**config.mk**
```make
export PLATFORM = sky130hd
export DESIGN_NAME = dpdm_decode
export DESIGN_NICKNAME = d
export VERILOG_FILES = /design/src/rtl/dpdm_decode.sv
export SDC_FILE = /design/constraint.sdc
export NUM_CORES = 1
export LEC_CHECK = 0
export CELL_PAD_IN_SITES_DETAIL_PLACEMENT = 1
export CELL_PAD_IN_SITES_GLOBAL_PLACEMENT = 2
export CORE_MARGIN = 2
export CORE_UTILIZATION = 30
export CTS_BUF_LIST = sky130_fd_sc_hd__clkbuf_16
export CTS_CLUSTER_DIAMETER = 120
export DETAILED_ROUTE_END_ITERATION = 8
export PLACE_DENSITY_LB_ADDON = 0.1
export SYNTH_ARGS = -nofsm -noshare
export SYNTH_HDL_FRONTEND = slang
export SYNTH_SLANG_ARGS = --single-unit
```
**constraint.sdc**
```tcl
create_clock -name clock -period 1.9 [get_ports clock]
set_input_delay 0.19 -clock clock [delete_from_list [all_inputs] [get_ports clock]]
set_output_delay 0.19 -clock clock [all_outputs]
set_load 0.1 [all_outputs]
```
**src/rtl/dpdm_decode.sv**
```systemverilog
// USB receive-side line decoder: SYNC hunt, NRZI decode, bit unstuffing,
// PID classification and EOP checking.
`timescale 1ns/1ps
module dpdm_decode (
    input  logic clock,
    input  logic reset,
    input  logic DP_in,
    input  logic DM_in,
    input  logic rec_start,
    output logic out_bit,
    output logic dpdm_sending,
    output logic ACK_rec,
    output logic NAK_rec,
    output logic DATA0_rec,
    output logic rec_error
);

    typedef enum logic [1:0] {StIdle, StWaitSync, StRecv, StEop} state_t;

    state_t      r_state;
    logic        r_prev;      // previous line level, 1 = J
    logic [7:0]  r_hist;      // last J/K line states, newest in bit 0 (1 = J)
    logic [2:0]  r_ones;
    logic [3:0]  r_cnt;
    logic [7:0]  r_pid;
    logic        r_eop_se0;
    logic        r_out_bit;
    logic        r_sending;
    logic        r_ack;
    logic        r_nak;
    logic        r_data0;
    logic        r_err;

    logic        w_j;
    logic        w_k;
    logic        w_se0;
    logic        w_jk;
    logic        w_bit;
    logic [7:0]  w_hist;
    logic [7:0]  w_pid;

    assign w_j    = DP_in & ~DM_in;
    assign w_k    = ~DP_in & DM_in;
    assign w_se0  = ~DP_in & ~DM_in;
    assign w_jk   = w_j | w_k;
    assign w_bit  = (DP_in == r_prev);
    assign w_hist = {r_hist[6:0], DP_in};
    assign w_pid  = {w_bit, r_pid[7:1]};

    always_ff @(posedge clock) begin
        if (reset) begin
            r_state   <= StIdle;
            r_prev    <= 1'b1;
            r_hist    <= 8'hFF;
            r_ones    <= 3'd0;
            r_cnt     <= 4'd0;
            r_pid     <= 8'h00;
            r_eop_se0 <= 1'b0;
            r_out_bit <= 1'b0;
            r_sending <= 1'b0;
            r_ack     <= 1'b0;
            r_nak     <= 1'b0;
            r_data0   <= 1'b0;
            r_err     <= 1'b0;
        end else begin
            r_out_bit <= 1'b0;
            r_sending <= 1'b0;
            case (r_state)
                StIdle: begin
                    if (rec_start) begin
                        r_ack   <= 1'b0;
                        r_nak   <= 1'b0;
                        r_data0 <= 1'b0;
                        r_err   <= 1'b0;
                        r_prev  <= 1'b1;
                        r_hist  <= 8'hFF;
                        r_state <= StWaitSync;
                    end
                end
                StWaitSync: begin
                    if (w_jk) begin
                        r_hist <= w_hist;
                        r_prev <= DP_in;
                        // K,J,K,J,K,J,K,K oldest first
                        if (w_hist == 8'h54) begin
                            r_ones  <= 3'd0;
                            r_cnt   <= 4'd0;
                            r_state <= StRecv;
                        end
                    end
                end
                StRecv: begin
                    if (w_jk) begin
                        r_prev <= DP_in;
                        if (r_ones == 3'd6) begin
                            r_ones <= 3'd0;
                            if (w_bit) begin
                                r_err   <= 1'b1;
                                r_state <= StIdle;
                            end
                        end else begin
                            r_out_bit <= w_bit;
                            r_sending <= 1'b1;
                            r_ones    <= w_bit ? r_ones + 3'd1 : 3'd0;
                            if (r_cnt < 4'd8) begin
                                r_cnt <= r_cnt + 4'd1;
                                r_pid <= w_pid;
                            end
                            if (r_cnt == 4'd7) begin
                                if (w_pid[3:0] != ~w_pid[7:4]) begin
                                    r_err <= 1'b1;
                                end else begin
                                    r_ack   <= (w_pid == 8'hD2);
                                    r_nak   <= (w_pid == 8'h5A);
                                    r_data0 <= (w_pid == 8'hC3);
                                end
                            end
                        end
                    end else if (w_se0) begin
                        r_eop_se0 <= 1'b0;
                        r_state   <= StEop;
                        if (r_cnt < 4'd8) begin
                            r_err <= 1'b1;
                        end
                    end else begin
                        r_err   <= 1'b1;
                        r_state <= StIdle;
                    end
                end
                StEop: begin
                    if (!r_eop_se0) begin
                        if (w_se0) begin
                            r_eop_se0 <= 1'b1;
                        end else begin
                            r_err   <= 1'b1;
                            r_state <= StIdle;
                        end
                    end else begin
                        if (!w_j) begin
                            r_err <= 1'b1;
                        end
                        r_state <= StIdle;
                    end
                end
                default: r_state <= StIdle;
            endcase
        end
    end

    assign out_bit      = r_out_bit;
    assign dpdm_sending = r_sending;
    assign ACK_rec      = r_ack;
    assign NAK_rec      = r_nak;
    assign DATA0_rec    = r_data0;
    assign rec_error    = r_err;

endmodule

```
== After elaboration in Yosys (flattened, before gate mapping) ==
Cells that the tools add are included.

* Input port bits: 5
* Register bits: 32
* Word-level logic and storage cells: 136

* Bitwise operators: 10
* Order comparisons: 1
* Reductions and logical operators: 19
* Equality and inequality tests: 30
* Add/sub/neg operators: 2
* Multiplexer cells: 61

{| class="wikitable"
|+ Operator list
! operator !! count
|-
| 1-bit 2-to-1 mux || 30
|-
| 4-bit 2-to-1 mux || 5
|-
| 2-bit inequality test, second input constant || 10
|-
| 2-bit 2-to-1 mux || 9
|-
| 6-bit AND reduction || 3
|-
| 8-bit by 7-bit equality test with 1-bit output, second input constant || 2
|-
| 8-bit equality test, second input constant || 2
|-
| 4-bit inequality test, second input constant || 4
|-
| 3-bit 2-to-1 mux || 5
|-
| 7-bit 2-to-1 mux || 2
|-
| 7-bit one-hot mux with 2 select lines || 1
|-
| 3-bit inequality test, second input constant || 4
|-
| 1-bit one-hot mux with 2 select lines || 5
|-
| 2-bit nonzero test || 5
|-
| 3-bit AND reduction || 3
|-
| 2-bit one-hot mux with 4 select lines || 1
|-
| 4-bit one-hot mux with 2 select lines || 1
|-
| 4-bit AND reduction || 2
|-
| 8-bit AND reduction || 1
|-
| 3-bit one-hot mux with 2 select lines || 1
|-
| 1-bit inverter || 5
|-
| 4-bit by 1-bit adder with 4-bit output, second input constant || 1
|-
| 2-bit equality test, second input constant || 2
|-
| 4-bit by 3-bit equality test with 1-bit output, second input constant || 1
|-
| other kinds (16) || 18
|}

== Depth between registers and ports, before layout ==
* Depth after elaboration: 8
* Depth in mapped cells: 7
* Gate-level depth less buffers: 6

== Worst setup path after synthesis ==
No wires, ideal clock.

* Path type: reg-to-reg
* Start point: register r_state[0]
* End point: register r_cnt[0]
* Path buffers: 1
* Required time: 1779 ps
* Setup time: 121 ps
* Data arrival time: 1574 ps
* Stages on the path, launching flop included: 8
* Period minus slack after synthesis: 1695 ps
* Path slack: 205 ps
* Cell sequence: dfxtp_1 inv_1 ha_1 buf_4 nand2_1 o32ai_1 nand2_1 mux2_2

* Cells in the longest elaborated chain, start to end: 3

{| class="wikitable"
|+ Ends and longest elaborated chain
! item !! line !! text
|-
| start, declared || 20 || <nowiki>state_t r_state;</nowiki>
|-
| start signal, assigned || 52 || <nowiki>r_state <= StIdle;</nowiki>
|-
| start signal, assigned || 77 || <nowiki>r_state <= StWaitSync;</nowiki>
|-
| start signal, assigned || 88 || <nowiki>r_state <= StRecv;</nowiki>
|-
| 2-bit equality test / 2-bit by 1-bit equality test with 1-bit output (equally long branches) || 68 || <nowiki>case (r_state)</nowiki>
|-
| 2-bit inequality test (no line) / 2-bit nonzero test (equally long branches) || - ||
|-
| 6-bit AND reduction (no line) || - ||
|-
| end signal, assigned || 106 || <nowiki>r_cnt <= r_cnt + 4'd1;</nowiki>
|-
| end, declared || 24 || <nowiki>logic [3:0] r_cnt;</nowiki>
|}

Parallel ways exist; a longest one is shown, timed or not.
A chain may end at the register's enable or synchronous reset.

== Final worst setup path ==
* Start point: input port DM_in
* End point: register r_ones[1]

* Cells in the longest elaborated chain, start to end: 5

{| class="wikitable"
|+ Ends and longest elaborated chain
! item !! line !! text
|-
| start, declared || 8 || <nowiki>input logic DM_in,</nowiki>
|-
| 1-bit inverter || 42 || <nowiki>assign w_j = DP_in & ~DM_in;</nowiki>
|-
| 1-bit bitwise AND || 42 ||
|-
| 1-bit bitwise OR * || 45 || <nowiki>assign w_jk = w_j | w_k;</nowiki>
|-
| 2-bit inequality test (no line) || - ||
|-
| 4-bit AND reduction (no line) * || - ||
|-
| end signal, assigned || 104 || <nowiki>r_ones <= w_bit ? r_ones + 3'd1 : 3'd0;</nowiki>
|-
| end, declared || 23 || <nowiki>logic [2:0] r_ones;</nowiki>
|}

Mark *: on every way between the ends. The rest lies on a longest branch, timed or not.

==> results.sh <==
export IMPL_outcome="complete, no violations"
export IMPL_grt_overflow=0
export IMPL_rsz0062_at_grt="yes"
export IMPL_grt_max_degree=21
export IMPL_place_gp_congestion=0.796
export IMPL_switchingPower_w=0.00103
export IMPL_design_area_um2=2400
export IMPL_crit_chain="clkdlybuf4s50_1, inv_2, ha_4, and2b_2, a31oi_4, or4_4, a21oi_2"
export IMPL_cts_made_buffers=5
export IMPL_start_kind="input port"
export IMPL_powerDensity_nw_per_um2=1190
export IMPL_r2r_cells=7
export IMPL_switching_share_pct=35.9
export IMPL_clockBufferDepth=2
export IMPL_ys_ff_latch=31
export IMPL_p_leak_nw=0.901
export IMPL_ys_types=54
export IMPL_startpoint="DM_in"
export IMPL_drt_total_wl_um=5060
export IMPL_synthesis_area_um2=1800
export IMPL_p_comb_share_pct=42.1
export IMPL_hp_class="reg -> reg"
export IMPL_slew_headroom_pct=73.0
export IMPL_layout_drive_gt1_share_pct=27.5
export IMPL_cts_sinks=31
export IMPL_whs_ps=480
export IMPL_worst_pin_slew_ps=393
export IMPL_max_vdd_ir_drop_uv=560
export IMPL_stdcell_count=315
export IMPL_async_flop_share_pct=0
export IMPL_ctsHoldBuffers=0
export IMPL_htreeDepth=2
export IMPL_slew_viol_final=0
export IMPL_place_area_um2=2130
export IMPL_synth_nets=219
export IMPL_core_area_um2=5850
export IMPL_ant_nets=0
export IMPL_skew_ps=2.68
export IMPL_viasPerCell=5.27
export IMPL_maxCapViolCount=0
export IMPL_synth_ff_type="dfxtp_1"
export IMPL_hpwl_um=3680
export IMPL_cp_end_kind="register"
export IMPL_clock_latency_ps=270
export IMPL_pre_cts_ws_ps=-346
export IMPL_r2r_start="r_ones[0]$_SDFFE_PP0P_"
export IMPL_drc_errors=0
export IMPL_crit_required_ps=2110
export IMPL_n_antenna_cell=0
export IMPL_fin_crit_sh_pct=96.3
export IMPL_grt_pass1_wl_um=8200
export IMPL_dp_cells=304
export IMPL_antenna_found_initial=0
export IMPL_cts_tree="done"
export IMPL_syn2layout_area_growth_pct=33.5
export IMPL_dr_total_vias=1660
export IMPL_critical_path_arrival_ps=2040
export IMPL_worst_setup_path_type="in -> reg"
export IMPL_cpPeakStageDelay_ps=560
export IMPL_rrSetupSlack_ps=100
export IMPL_grt_usage_pct=16.3
export IMPL_r2r_end="r_state[1]$_SDFFE_PP0P_"
export IMPL_critPathCapture="r_ones[1]$_SDFFE_PP0P_"
export IMPL_die_h_um=81.5
export IMPL_num_nets_final=255
export IMPL_io_pins=11
export IMPL_period_needed_ps=1830
export IMPL_p_int_w=0.00184
export IMPL_cts_root_buffer="clkbuf_16"
export IMPL_ys_seq_area_share_pct=34.5
export IMPL_crit_fanout=8
export IMPL_avgSynthCellArea_um2=8.87
export IMPL_yosys_warnings=0
export IMPL_max_freq_ghz=0.547
export IMPL_seqPwrFrac_pct=26.6
export IMPL_die_width_um=81.5
export IMPL_portBuffers=10
export IMPL_drtIter0Drc=47
export IMPL_hold_violations=0
export IMPL_grt_pass1_vias=1642
export IMPL_clock_power_share_pct=31.3
export IMPL_rows=28
export IMPL_synth_edff_count=0
export IMPL_syn_inst=203
export IMPL_post_drt_wl_per_cell_um=16.1
export IMPL_crit_slowest_cell="or4_4"
export IMPL_dr_pass1_iters=4
export IMPL_finalSetupViolations=0
export IMPL_start_util_pct=30.8
export IMPL_dieArea_um2=6640
export IMPL_cts_clk_slew_worst_paths_ps=50
export IMPL_fin_ws_ps=70.7
## cell usage after synthesis, types with 6 or more instances
| master | instances | area, um2 |
|---|---|---|
| a31oi_1 | 6 | 37.5 |
| dfxtp_1 | 31 | 621 |
| o21ai_0 | 10 | 50.1 |
| nand2_1 | 18 | 67.6 |
| a21oi_1 | 7 | 35.0 |
| mux2i_1 | 9 | 90.1 |
| nor2_1 | 16 | 60.1 |
| ha_1 | 11 | 138 |
| or4_1 | 8 | 60.1 |
| nor2b_1 | 6 | 37.5 |
| inv_1 | 11 | 41.3 |
## metrics by stage
stage          util (%)  TNS, ps  total power, W
2_1_floorplan         -        0         0.00143
3_3_place_gp       36.3    -3940         0.00178
3_5_place_dp       36.3    -5040         0.00181
4_1_cts            39.6        0         0.00276
5_1_grt            41.1    -3.27         0.00305
6_report           41.1        0         0.00287
## worst min-delay path by stage
stage	slack [ps]	start	cells past startpoint	end
after CTS	490	rec_error$_SDFFE_PP0P_	2	rec_error$_SDFFE_PP0P_
after global routing	530	rec_error$_SDFFE_PP0P_	2	rec_error$_SDFFE_PP0P_
after detailed placement	470	rec_error$_SDFFE_PP0P_	2	rec_error$_SDFFE_PP0P_
final	480	rec_error$_SDFFE_PP0P_	2	rec_error$_SDFFE_PP0P_
after global placement	460	rec_error$_SDFFE_PP0P_	2	rec_error$_SDFFE_PP0P_
after floorplan	450	DP_in	4	r_hist[0]$_SDFFE_PP1P_
## power by group through the flow
stage / combinational, W / clock (W) / sequential [W]
6_report: 0.00121 / 0.000898 / 0.000761
5_1_grt: 0.00132 / 0.000954 / 0.000769
2_1_floorplan: 0.000586 / 0 / 0.000846
3_5_place_dp: 0.00104 / 0 / 0.000773
3_3_place_gp: 0.00101 / 0 / 0.000768
4_1_cts: 0.00108 / 0.000922 / 0.000760
## critical path: cells and delay by family
kind                     cells  cell delay [ps]
adder cells (fa/ha/maj)      1              270
buffers and inverters        2              520
AND/OR/NAND/NOR              2              760
AO/OA/AOI/OAI                2              280
## registers in the layout, summed over array words and instances (netlist names)
name and cells:
r_hist 7, r_pid 7, r_cnt 4, r_ones 3
r_state 2, ACK_rec 1, DATA0_rec 1, NAK_rec 1
dpdm_sending 1, out_bit 1, r_eop_se0 1, r_prev 1
rec_error 1
## what timing repair did
| action | in CTS | in global routing |
|---|---|---|
| setup buffers | 0 | 3 |
| setup endpoints to repair | 9 | 16 |
| cloned | 0 | 0 |
| pin swaps | 0 | 4 |
| resized for setup | 3 | 18 |
## layout by cell type, fill, tap and decap left out, types with 2 or more instances in the layout
| cell | instances |
|---|---|
| nor2b_2 | 2 |
| nand4b_1 | 2 |
| mux2i_1 | 8 |
| inv_1 | 8 |
| nand3b_1 | 2 |
| inv_2 | 3 |
| nor2b_1 | 4 |
| and2_1 | 4 |
| a31oi_1 | 6 |
| or4_1 | 7 |
| nor3_1 | 3 |
| nand4_1 | 2 |
| a21oi_1 | 5 |
| a32oi_1 | 3 |
| dfxtp_1 | 30 |
| clkbuf_16 | 5 |
| buf_4 | 30 |
| nor4_2 | 3 |
| a211oi_1 | 2 |
| ha_1 | 8 |
| nand2b_1 | 4 |
| or3_1 | 2 |
| xnor2_1 | 3 |
| nand3_1 | 2 |
| o21ai_0 | 10 |
| and3_1 | 3 |
| ha_2 | 2 |
| a21oi_2 | 2 |
| a31o_2 | 2 |
| clkdlybuf4s50_1 | 3 |
| nand2_1 | 18 |
| nor2_1 | 16 |
## kinds of logic after synthesis
logic type,after synthesis,share of synthesized area (%)
xor+xnor,5,3.27
flops,31,34.5
simple gates,85,27.5
fa+ha+maj,11,7.64
buf+inv,17,4.03
compound gates,44,17.4
mux,10,5.63
## layout make-up
class / instances / area (um2)
Inverter: 11 / 41.3
Timing Repair Buffer: 35 / 288
Tap cell: 75 / 93.8
Fill cell: 663 / 3450
Multi-Input combinational cell: 155 / 1190
Clock buffer: 5 / 125
Clock inverter: 3 / 38.8
Sequential cell: 31 / 622
## layer usage
| metal | wire length [um] | global-route usage [%] |
|---|---|---|
| met2 | 2410 | 26.5 |
| met3 | 109 | 3.63 |
| met5 | 0 | 0 |
| met1 | 2480 | 21.5 |
| met4 | 60 | 5.25 |
Power figures use the tool's default switching activity.
==> variant 1, RTL diff (config.mk and constraints unchanged) <==
Encoding of `state_t`: now one-hot (4 bits for 4 states).
--- a/src/rtl/dpdm_decode.sv
+++ b/src/rtl/dpdm_decode.sv
@@ -16,5 +16,5 @@
 );
 
-    typedef enum logic [1:0] {StIdle, StWaitSync, StRecv, StEop} state_t;
+    typedef enum logic [3:0] {StIdle = 4'b0001, StWaitSync = 4'b0010, StRecv = 4'b0100, StEop = 4'b1000} state_t;
 
     state_t      r_state;
Check against the original RTL: no difference found for any inputs over 10 cycles, from zero or initial values and one cycle with reset high; not proved beyond that.
==> variant 1 against the unedited design <==
Worst setup slack better by 1.7 ps; register-to-register slack worse by 30 ps; sequential cell count up 2; area after synthesis down 6.4%; synthesized cell count down 9.9%; first-iteration DRC count down 38%; final area down 4.0%; maximum frequency about the same; wire length down 6.1%; count of clock-buffer cells in the layout unchanged.
Power is not compared: it rests on default switching activity, and its combinational part moved more than twofold at a synthesized area within 25%.
==> variant 1: results (changes against the unedited design) <==
status=finished clean; GRT Util Overall=16.7% (+0.37 points); top post-synthesis cells by area=dfxtp_1, ha_1, a21oi_1; Min-Delay Endpoint=r_hist[0]; clock share of power=47.3%; CTS H-tree depth=2 (unchanged); xor and xnor area share after synthesis=4.53% (+1.3 points); cell count after synthesis=183 (-9.9%); delay-heaviest family, CP=simple AND/OR/NAND/NOR gates; Largest regs=r_hist (7), r_pid (7); Worst Hold Depth=3 (+1); DP HPWL=3460 microns (-6.0%); port bufs=10 (unchanged); WL/cell=16.1 microns (+0.23%); RePlAce Congestion=0.764 (-4.0%); R2R setup slack=70 ps (-30 ps); Hold/Removal Path Class=primary input to flip-flop; area post-placement=2050 sq um (-3.6%); Synth cell types=45 (-17%); routed wire length=4750 microns (-6.1%); Vias/cell=5.02 (-4.7%); Iter 0 DRT Violations=29 (-38%); Root Buffer=clkbuf_16; fraction of synthesized area in multiplexers=4.16% (-1.5 points); Post-synth ARST share=0% (unchanged); clock tree buffer depth=2 (unchanged); CP max stage cell=or4b_1; Place WS=-391 ps (-44.2 ps); startpoint of the lowest-slack hold path=DP_in; hold slack final=481 ps (+1.07 ps); global-route wire length before repair=7980 microns (-2.7%); Reg2Reg Depth=5 (-2); Net Count, Synth=194 (-11%); worst r2r src=r_state[3]; Clock transition at path regs=50 ps (about the same); Post-synth top cells=dfxtp_1, nor2_1, a21oi_1, nand2_1, o21ai_0; # nets final=233 (-8.6%); Worst Tran Pin Value=398 ps (+4.72 ps); Final Hold Fails=0 (unchanged); flip-flop and latch power=approximately 730 uW; Power per Cell Area=about 820 nW/um^2; n_diodes=0 (unchanged); number of global-route vias before repair=1609 (-2.0%); sequential area share after synthesis=39.2% (+4.7 points); R2R Path End=r_ones[2]; Placed Cells incl. Taps=284 (-6.6%); Initial DRT Pass Iterations=4 (unchanged); clk_skew=5.52 ps (+2.84 ps); Int Power=1.44 mW; adder-cell share of the synthesized area=4.45% (-3.2 points); max incr delay on CP=490 ps (-70 ps); Worst Path Max Fanout=9 (+1); layout cells sized above 1=30.0% (+2.5 points); Compound-Gate Fraction of Synth Area=18.1% (+0.67 points); initial antenna violation count=0 (unchanged); largest net degree at the start of global routing=14 (-33%)
==> variant 1: per-layer routing <==
metal	vias up	GRT usage [%]	part of all wire (%)
li1	746	-	-
met1	711	20.9	47
met2	20	28.3	49
met3	4	3.41	2.7
met4	0	6.21	1.5
met5	-	0	0
==> variant 1: how the worst max path moves through the flow <==
stage                endpoint  slack, ps       start  cells past startpoint
finish              r_ones[2]         70  r_state[3]                      5
detailed placement    ACK_rec       -390       DP_in                      8
CTS                 r_hist[6]         -4  r_state[3]                      3
global placement    r_ones[2]       -330       DP_in                      8
floorplan           r_ones[2]          2       DP_in                      8
global route           r_prev        -10  r_state[3]                      6
==> variant 1: area by class of cell <==
class	count	area [sq um]
timing repair buffer	43	363
inverter	5	18.8
multi-input combinational	134	1010
tap	72	90.1
clock buffer	5	125
sequential	33	664
clock inverter	3	37.5
fill	626	3160
==> variant 1: timing repair <==
item,CTS,global route
setup endpoints to repair,14,18
setup buffers,3,0
resized for setup,9,12
pin swaps,4,1
==> variant 2, RTL diff (config.mk and constraints unchanged) <==
Made on the original files. Register the output `rec_error` once more, cleared by the reset; this adds one clock of latency there. The other outputs are not delayed to match.
--- a/src/rtl/dpdm_decode.sv
+++ b/src/rtl/dpdm_decode.sv
@@ -153,5 +153,11 @@
     assign NAK_rec      = r_nak;
     assign DATA0_rec    = r_data0;
-    assign rec_error    = r_err;
+    always_ff @(posedge clock) begin
+        if (reset) begin
+            rec_error <= '0;
+        end else begin
+            rec_error <= r_err;
+        end
+    end
 
 endmodule
Function: same outputs for any inputs over 10 cycles, from zero or initial values and one cycle with reset high; that may be too few to reach the edited logic, so the function may still have changed.
==> variant 2 against the unedited design <==
Wire length shrank 14%; total power is 18% lower; final area is 5.7% lower; non-clock buffer count is 1 lower; sequential cell count is 1 higher; area after synthesis is 4.2% lower; global-route usage is 0.74 points lower; worst setup slack better by 58 ps; critical path type is now flip-flop to flip-flop; largest cell class unchanged.
==> variant 2: results (changes against the unedited design) <==
status=finished clean; largest net degree at the start of global routing=33 (+57%); RePlAce Congestion=0.735 (-7.7%); Post-synth top cells=dfxtp_1, nor2_1, nand2b_1, ha_1, mux2i_1; # nets final=235 (-7.8%); Worst Path Max Fanout=5 (-3); global-route wire length before repair=7590 microns (-7.4%); Vias/cell=4.87 (-7.6%); DP HPWL=3360 microns (-8.5%); GRT Util Overall=15.6% (-0.74 points); Synth cell types=49 (-9.3%); WL met3=111 microns (+1.8%); Max IR drop VDD=400 uV (-29%); met2 wire length=2240 microns (-7.1%); number of global-route vias before repair=1566 (-4.6%); Worst Hold Depth=4 (+2); Root Buffer=clkbuf_16; clk_skew=4.43 ps (+1.75 ps); fillers=650 (-2.0%); layout cells sized above 1=25.5% (-2.0 points); Hold/Removal Path Class=primary input to flip-flop; Slew HR=69.0% (-4.0 points); routed wire length=4360 microns (-14%); number of max-cap violations=0 (unchanged); Iter 0 DRT Violations=59 (+26%); Net Count, Synth=200 (-8.7%); top post-synthesis cells by area=dfxtp_1, ha_1, mux2i_1; switching pwr=746 uW (-27%); P_leak=0.895 nW (-0.66%)
variant 2: cell count changes in the layout (fill, tap and decap cells not counted), moves of 4 or more:
cell      unedited run  this run
o21ai_0             10         4
or4_1                7         0
nand2_1             18         9
xor2_1               1         5
nand2b_1             4        13
a31oi_1              6         1
o22ai_1              0         7
variant 2: power groups by stage:
| stage | Clock [mW] | Combinational (mW) | Sequential, mW |
|---|---|---|---|
| 2_1_floorplan | 0 | 0.478 | 0.768 |
| 3_3_place_gp | 0 | 0.758 | 0.744 |
| 3_5_place_dp | 0 | 0.772 | 0.748 |
| 4_1_cts | 0.771 | 0.817 | 0.734 |
| 5_1_grt | 0.799 | 0.940 | 0.750 |
| 6_report | 0.739 | 0.862 | 0.745 |
variant 2: layout make-up:
type,instances,area [sq um],area share (%)
Multi-Input combinational cell,140,1090,48.3
Sequential cell,32,643,28.4
Timing Repair Buffer,34,280,12.4
Clock buffer,5,125,5.52
Tap cell,72,90.1,3.98
Inverter,6,22.5,0.994
Clock inverter,3,11.3,0.497
variant 2: logic make-up (layout without fill, tap and decap cells):
| group | Yosys count | count (layout) | share of synthesized area, % |
|---|---|---|---|
| buf+inv | 12 | 48 | 3.19 |
| fa+ha+maj | 11 | 11 | 7.98 |
| compound gates | 35 | 35 | 14.2 |
| flops | 32 | 32 | 37.2 |
| xor+xnor | 7 | 7 | 4.35 |
| simple gates | 75 | 75 | 25.9 |
| mux | 12 | 12 | 7.26 |
variant 2: repair_timing:
item	in CTS	in global routing
pin swaps	1	1
buffers inserted	0	2
setup endpoints to repair	2	6
gates resized for setup	5	10
hold endpoints to repair	0	0
variant 2: worst paths after layout:
kind / from / end / slack, ps
max: r_state[1] / r_state[1] / 130
min: DP_in / r_hist[0] / 440
max reg2reg: r_state[1] / r_state[1] / 130
min reg2reg: r_err / rec_error / 480
variant 2: metrics by stage:
step,setup TNS [ps],utilization [%],area [sq um],std cells,setup WS (ps)
6_report,0,40.9,2270,292,129
5_1_grt,0,40.9,2270,292,9.67
4_1_cts,0,40.0,2210,290,35.3
3_5_place_dp,-3920,36.9,2040,282,-544
3_3_place_gp,-2500,36.9,2040,282,-307
2_1_floorplan,0,-,1720,184,208
variant 2: metal layers:
metal | vias up | track usage (%)
li1 | 719 | -
met1 | 689 | 17.8
met2 | 10 | 27.7
met3 | 4 | 4.75
met4 | 0 | 4.58
met5 | - | 0
variant 2: critical path, cell delays in order, from the launching register on:
cell and delay, ps:
dfxtp_2 360, inv_1 100, ha_1 210, nor2b_1 180, a21o_1 180, nand4b_4 190
or3_1 330, a21oi_1 150
